### src/rtl/ldpc_enc_ctrl.sv
// Frame sequencer for the LDPC encoder: loads one frame of info words, drains
// the address-generator pipeline, then reads the parity words out under FIFO backpressure.
module ldpc_enc_ctrl #(
  parameter int pT     = 24,
  parameter int pC     = 12,
  parameter int pZF    = 24,
  parameter int pDAT_W = 4,
  parameter int pPIPE  = 2,
  localparam int cBASE = pZF / pDAT_W,
  localparam int cINFO = (pT - pC) * cBASE,
  localparam int cPAR  = pC * cBASE,
  localparam int cRA_W = (cPAR > 1) ? $clog2(cPAR) : 1
) (
  input  logic              iclk,
  input  logic              ireset,
  input  logic              iclkena,
  input  logic              ival,
  input  logic              isop,
  input  logic              ieop,
  input  logic [pDAT_W-1:0] idat,
  output logic              ordy,
  output logic              oagen_clear,
  output logic              oagen_enable,
  output logic              oword_val,
  output logic [pDAT_W-1:0] oword_dat,
  input  logic              iafull,
  output logic              oread,
  output logic [cRA_W-1:0]  oraddr,
  output logic              osop,
  output logic              oeop,
  output logic              obusy,
  output logic              oerr
);

  localparam int cWC_W = $clog2(cINFO + 1);
  localparam int cFC_W = (pPIPE > 1) ? $clog2(pPIPE) : 1;
  localparam logic [cWC_W-1:0] cWC_LAST = cWC_W'(cINFO - 1);
  localparam logic [cFC_W-1:0] cFC_LAST = cFC_W'(pPIPE - 1);
  localparam logic [cRA_W-1:0] cRA_LAST = cRA_W'(cPAR - 1);

  typedef enum logic [1:0] {IDLE, LOAD, FLUSH, PARITY} state_t;

  state_t              r_state, w_state_nxt;
  logic [cWC_W-1:0]    r_wcnt, w_wcnt_nxt;
  logic [cFC_W-1:0]    r_fcnt, w_fcnt_nxt;
  logic [cRA_W-1:0]    r_raddr, w_raddr_nxt;
  logic                w_accept;
  logic                w_clear_nxt, w_enable_nxt, w_val_nxt, w_read_nxt;
  logic                w_sop_nxt, w_eop_nxt, w_err_nxt;
  logic [pDAT_W-1:0]   w_dat_nxt;
  logic [cRA_W-1:0]    w_oraddr_nxt;

  assign ordy     = iclkena & ireset & ((r_state == IDLE) | (r_state == LOAD));
  assign w_accept = ival & ordy;

  always_comb begin
    w_state_nxt  = r_state;
    w_wcnt_nxt   = r_wcnt;
    w_fcnt_nxt   = r_fcnt;
    w_raddr_nxt  = r_raddr;
    w_clear_nxt  = 1'b0;
    w_enable_nxt = 1'b0;
    w_val_nxt    = 1'b0;
    w_dat_nxt    = oword_dat;
    w_read_nxt   = 1'b0;
    w_oraddr_nxt = oraddr;
    w_sop_nxt    = 1'b0;
    w_eop_nxt    = 1'b0;
    w_err_nxt    = 1'b0;
    case (r_state)
      IDLE: begin
        w_clear_nxt = 1'b1;
        if (w_accept) begin
          if (isop) begin
            w_clear_nxt  = 1'b0;
            w_enable_nxt = 1'b1;
            w_val_nxt    = 1'b1;
            w_dat_nxt    = idat;
            w_wcnt_nxt   = cWC_W'(1);
            if (cINFO == 1) begin
              w_state_nxt = FLUSH;
              w_fcnt_nxt  = '0;
              w_err_nxt   = ~ieop;
            end else begin
              w_state_nxt = LOAD;
              w_err_nxt   = ieop;
            end
          end else begin
            w_err_nxt = 1'b1;
          end
        end
      end
      LOAD: begin
        if (w_accept) begin
          w_enable_nxt = 1'b1;
          w_val_nxt    = 1'b1;
          w_dat_nxt    = idat;
          w_wcnt_nxt   = r_wcnt + cWC_W'(1);
          // The frame is closed by the word count; sop/eop only flag framing errors.
          if (r_wcnt == cWC_LAST) begin
            w_state_nxt = FLUSH;
            w_fcnt_nxt  = '0;
            w_err_nxt   = ~ieop | isop;
          end else begin
            w_err_nxt   = ieop | isop;
          end
        end
      end
      FLUSH: begin
        if (r_fcnt == cFC_LAST) begin
          w_state_nxt = PARITY;
          w_raddr_nxt = '0;
        end else begin
          w_fcnt_nxt = r_fcnt + cFC_W'(1);
        end
      end
      PARITY: begin
        if (!iafull) begin
          w_read_nxt   = 1'b1;
          w_oraddr_nxt = r_raddr;
          w_sop_nxt    = (r_raddr == '0);
          w_eop_nxt    = (r_raddr == cRA_LAST);
          if (r_raddr == cRA_LAST) begin
            w_state_nxt = IDLE;
            w_raddr_nxt = '0;
            w_wcnt_nxt  = '0;
          end else begin
            w_raddr_nxt = r_raddr + cRA_W'(1);
          end
        end
      end
      default: w_state_nxt = IDLE;
    endcase
  end

  // Clock enable low freezes state and every registered output together.
  always_ff @(posedge iclk or negedge ireset) begin
    if (!ireset) begin
      r_state      <= IDLE;
      r_wcnt       <= '0;
      r_fcnt       <= '0;
      r_raddr      <= '0;
      oagen_clear  <= 1'b1;
      oagen_enable <= 1'b0;
      oword_val    <= 1'b0;
      oword_dat    <= '0;
      oread        <= 1'b0;
      oraddr       <= '0;
      osop         <= 1'b0;
      oeop         <= 1'b0;
      obusy        <= 1'b0;
      oerr         <= 1'b0;
    end else if (iclkena) begin
      r_state      <= w_state_nxt;
      r_wcnt       <= w_wcnt_nxt;
      r_fcnt       <= w_fcnt_nxt;
      r_raddr      <= w_raddr_nxt;
      oagen_clear  <= w_clear_nxt;
      oagen_enable <= w_enable_nxt;
      oword_val    <= w_val_nxt;
      oword_dat    <= w_dat_nxt;
      oread        <= w_read_nxt;
      oraddr       <= w_oraddr_nxt;
      osop         <= w_sop_nxt;
      oeop         <= w_eop_nxt;
      obusy        <= (w_state_nxt != IDLE);
      oerr         <= w_err_nxt;
    end
  end

endmodule

### config.mk
export PLATFORM = sky130hd
export DESIGN_NAME = ldpc_enc_ctrl
export DESIGN_NICKNAME = d
export VERILOG_FILES = /design/src/rtl/ldpc_enc_ctrl.sv
export SDC_FILE = /design/constraint.sdc
export NUM_CORES = 1
export LEC_CHECK = 0
export CORE_MARGIN = 10
export CORE_UTILIZATION = 35
export DETAILED_ROUTE_END_ITERATION = 16
export PLACE_DENSITY = 0.65
export SYNTH_ARGS = -nofsm -noshare
export SYNTH_HDL_FRONTEND = slang
export SYNTH_SLANG_ARGS = --single-unit
### constraint.sdc
create_clock -name iclk -period 2.5 [get_ports iclk]
set_clock_uncertainty 0.2 [all_clocks]
set_input_delay 0.625 -clock iclk [delete_from_list [all_inputs] [get_ports iclk]]
set_output_delay 0.625 -clock iclk [all_outputs]
set_load 0.03 [all_outputs]
==> impl_metrics.ini <==
[run_status]
status = finished, final reports clean

[critical_path]
path_buf_inv = 1
endpoint_kind = primary output
worstSetupPathType = flip-flop to primary output
start_kind = flip-flop
cp.depth = 1
crit_family = buffers and inverters
cp_cell_sequence = clkdlybuf4s50_1
path_max_fanout = 2
regToRegSetupSlack_ns = 0.55
worst_path_max_delay_cell = clkdlybuf4s50_1
rr_endpoint = r_wcnt[0]
critPathMaxStageDelay_ns = 0.67
r2r-start = r_state[1]
crit_start = oagen_clear
cp.arrival_ns = 1.49
crit_end = oagen_clear
reg2reg_depth = 4
cp.required_ns = 1.67

[floorplan]
io_pins = 31
die_h_microns = 93.4
core_sq_mm = 0.00517
rows = 26
dieArea_sq_mm = 0.00873
initial_utilization = 0.365
die_w_microns = 93.4

[finish]
finalNonFillerCells = 308
num-nets-final = 251
nFillCells = 500
final_cell_mix = 34 x dfrtp_1, 30 x nand2_1, 27 x clkdlybuf4s50_1, 18 x o21ai_0, 16 x buf_4
design_area_sq_mm = 0.00241
layout_commonest_cell = dfrtp_1
area_growth_pct = 27.9
drive_above_1_share = 0.181
n_antenna_cell = 0

[clock_network]
cts_max_path_buffers = 2
post_cts_buffers = 0
root_buffer = clkbuf_8
htree_num_levels = 2
path_clk_slew_ns = 0.07
clkLatencyLatePin_ns = 0.29
cts_tree = built
cts_sinks = 35
cts_made_buffers = 5

[route]
final_antenna_net_count = 0
drc = 0
num_vias = 1543
dr.pass1.iters = 4
drt-vias-per-instance = 5.01
routed_wirelength_microns = 4400
drt_first_iter_violations = 57
routedWlPerCell_microns = 14.3

[sta]
period_share = 0.925
fmax_mhz = 432
timing.hold.ws_ns = 0.184
hold_violations = 0
fin_setup_tns_ns = 0
period_needed_ns = 2.31
drv_slew = 0
grt_setup_unrepaired = false
tightestPinTransition_ns = 0.475
max-slew-margin-rel = 0.682
finalSetupViolCount = 0

[logic_synthesis]
netlist_instances = 191
avgSynthCellArea_sq_um = 9.88
synth_area_sq_mm = 0.00189
synth_cell_types = 50
synth_area_leaders = dfrtp_1 45%, nand2_1 6.0%, o21ai_0 4.8%, mux2_2 3.6%, nand3_1 2.7%
yosysWarnings = 0
ys.flop_type = dfrtp_1
synth-edff-count = 0
ys_ff_latch = 35
synth_fp_nets = 205
synth.largest_area_cell = dfrtp_1
synth_top_area_frac = 0.451
yosysSeqAreaShare = 0.465
synthArstFlopShare = 1.00

[grt]
grt_max_degree = 21
grt-busiest-layer = met2
antenna_found_initial = 0
grt_pass1_wl_microns = 7620
grtUsageMet2 = 0.167
grt_pass1_vias = 1508
overflow = 0
grt_usage = 0.108
met1_usage = 0.132
grtUsageMet3 = 0.0344

[run]
drv_cap = 0

[placed_design]
placed_area_sq_mm = 0.00231
portBuffers = 30
gp_congestion = 0.839
dpl.hpwl_microns = 3270
dpl.cell_count = 298

[power]
p_per_area_mw_per_mm2 = 585
ir_drop_uv = 232
leakagePower_nw = 1.04

[hold_path]
min_path_type = input port to async pin
-- synthesized netlist by cell type, drive strengths merged, types with 2 or more instances --
master,n
nand2b,2
mux2i,3
nand3,11
inv,8
and3,3
nand4b,2
nor3,5
nand3b,3
a22o,2
o21ai,21
dfrtp,34
a21oi,9
o211ai,2
buf,7
nand4,3
or3,4
nor2b,4
and4b,2
and2,4
nor2,3
ha,3
nand2,30
and2b,2
mux2,7
-- where the power goes --
part	total (mW)	switching (mW)	leakage [nW]	internal [mW]
clock	0.401	0.210	0.0477	0.191
combinational	0.326	0.173	0.528	0.153
sequential	0.687	0.0591	0.460	0.627
total	1.41	0.443	1.04	0.970
-- flip-flops by register name (all words and copies together) (netlist names) --
signal	cells
oerr	1
osop	1
oword_val	1
r_fcnt	1
r_state	2
oraddr	7
oagen_clear	1
oword_dat	4
r_wcnt	7
obusy	1
r_raddr	7
oread	1
oeop	1
-- logic make-up after synthesis --
group	synth area share
adders and majority gates	0.0199
buffers and inverters	0.0524
muxes	0.0577
DFF	0.465
AOI/OAI and AO/OA	0.146
and+or+nand+nor	0.259
-- area by class of cell --
type | count | area, sq um | area share
multi-input combinational | 140 | 911 | 0.377
sequential | 35 | 877 | 0.363
timing repair buffer | 47 | 424 | 0.176
tap | 70 | 87.6 | 0.0363
clock buffer | 5 | 68.8 | 0.0285
inverter | 8 | 30.0 | 0.0124
clock inverter | 3 | 15.0 | 0.00622
-- stage by stage --
step	total power [mW]	setup slack (ns)	util
after global routing	1.49	0.141	0.467
final	1.41	0.188	0.467
after CTS	1.43	0.169	0.467
after floorplan	0.890	0.530	-
after global placement	1.02	-0.00118	0.447
after detailed placement	1.02	-0.0152	0.447
-- worst min-delay path by stage --
stage	to	slack (ns)
finish	oword_dat[2]	0.18
global route	oagen_clear	0.19
CTS	oword_val	0.18
detailed placement	oraddr[1]	0.27
global placement	oraddr[5]	0.26
floorplan	obusy	0.13
-- layer usage --
metal,vias up,wire [microns],part of all wire
li1,777,-,-
met1,733,2040,0.46
met2,27,2050,0.47
met3,6,214,0.049
met4,0,98,0.022
met5,-,0,0
-- timing repair --
action	CTS	global route
endpoints found under the setup margin	1	0
hold buffers	2	0
resized for setup	1	0
hold endpoints to repair	2	0
(Power assumes the default switching activity.)
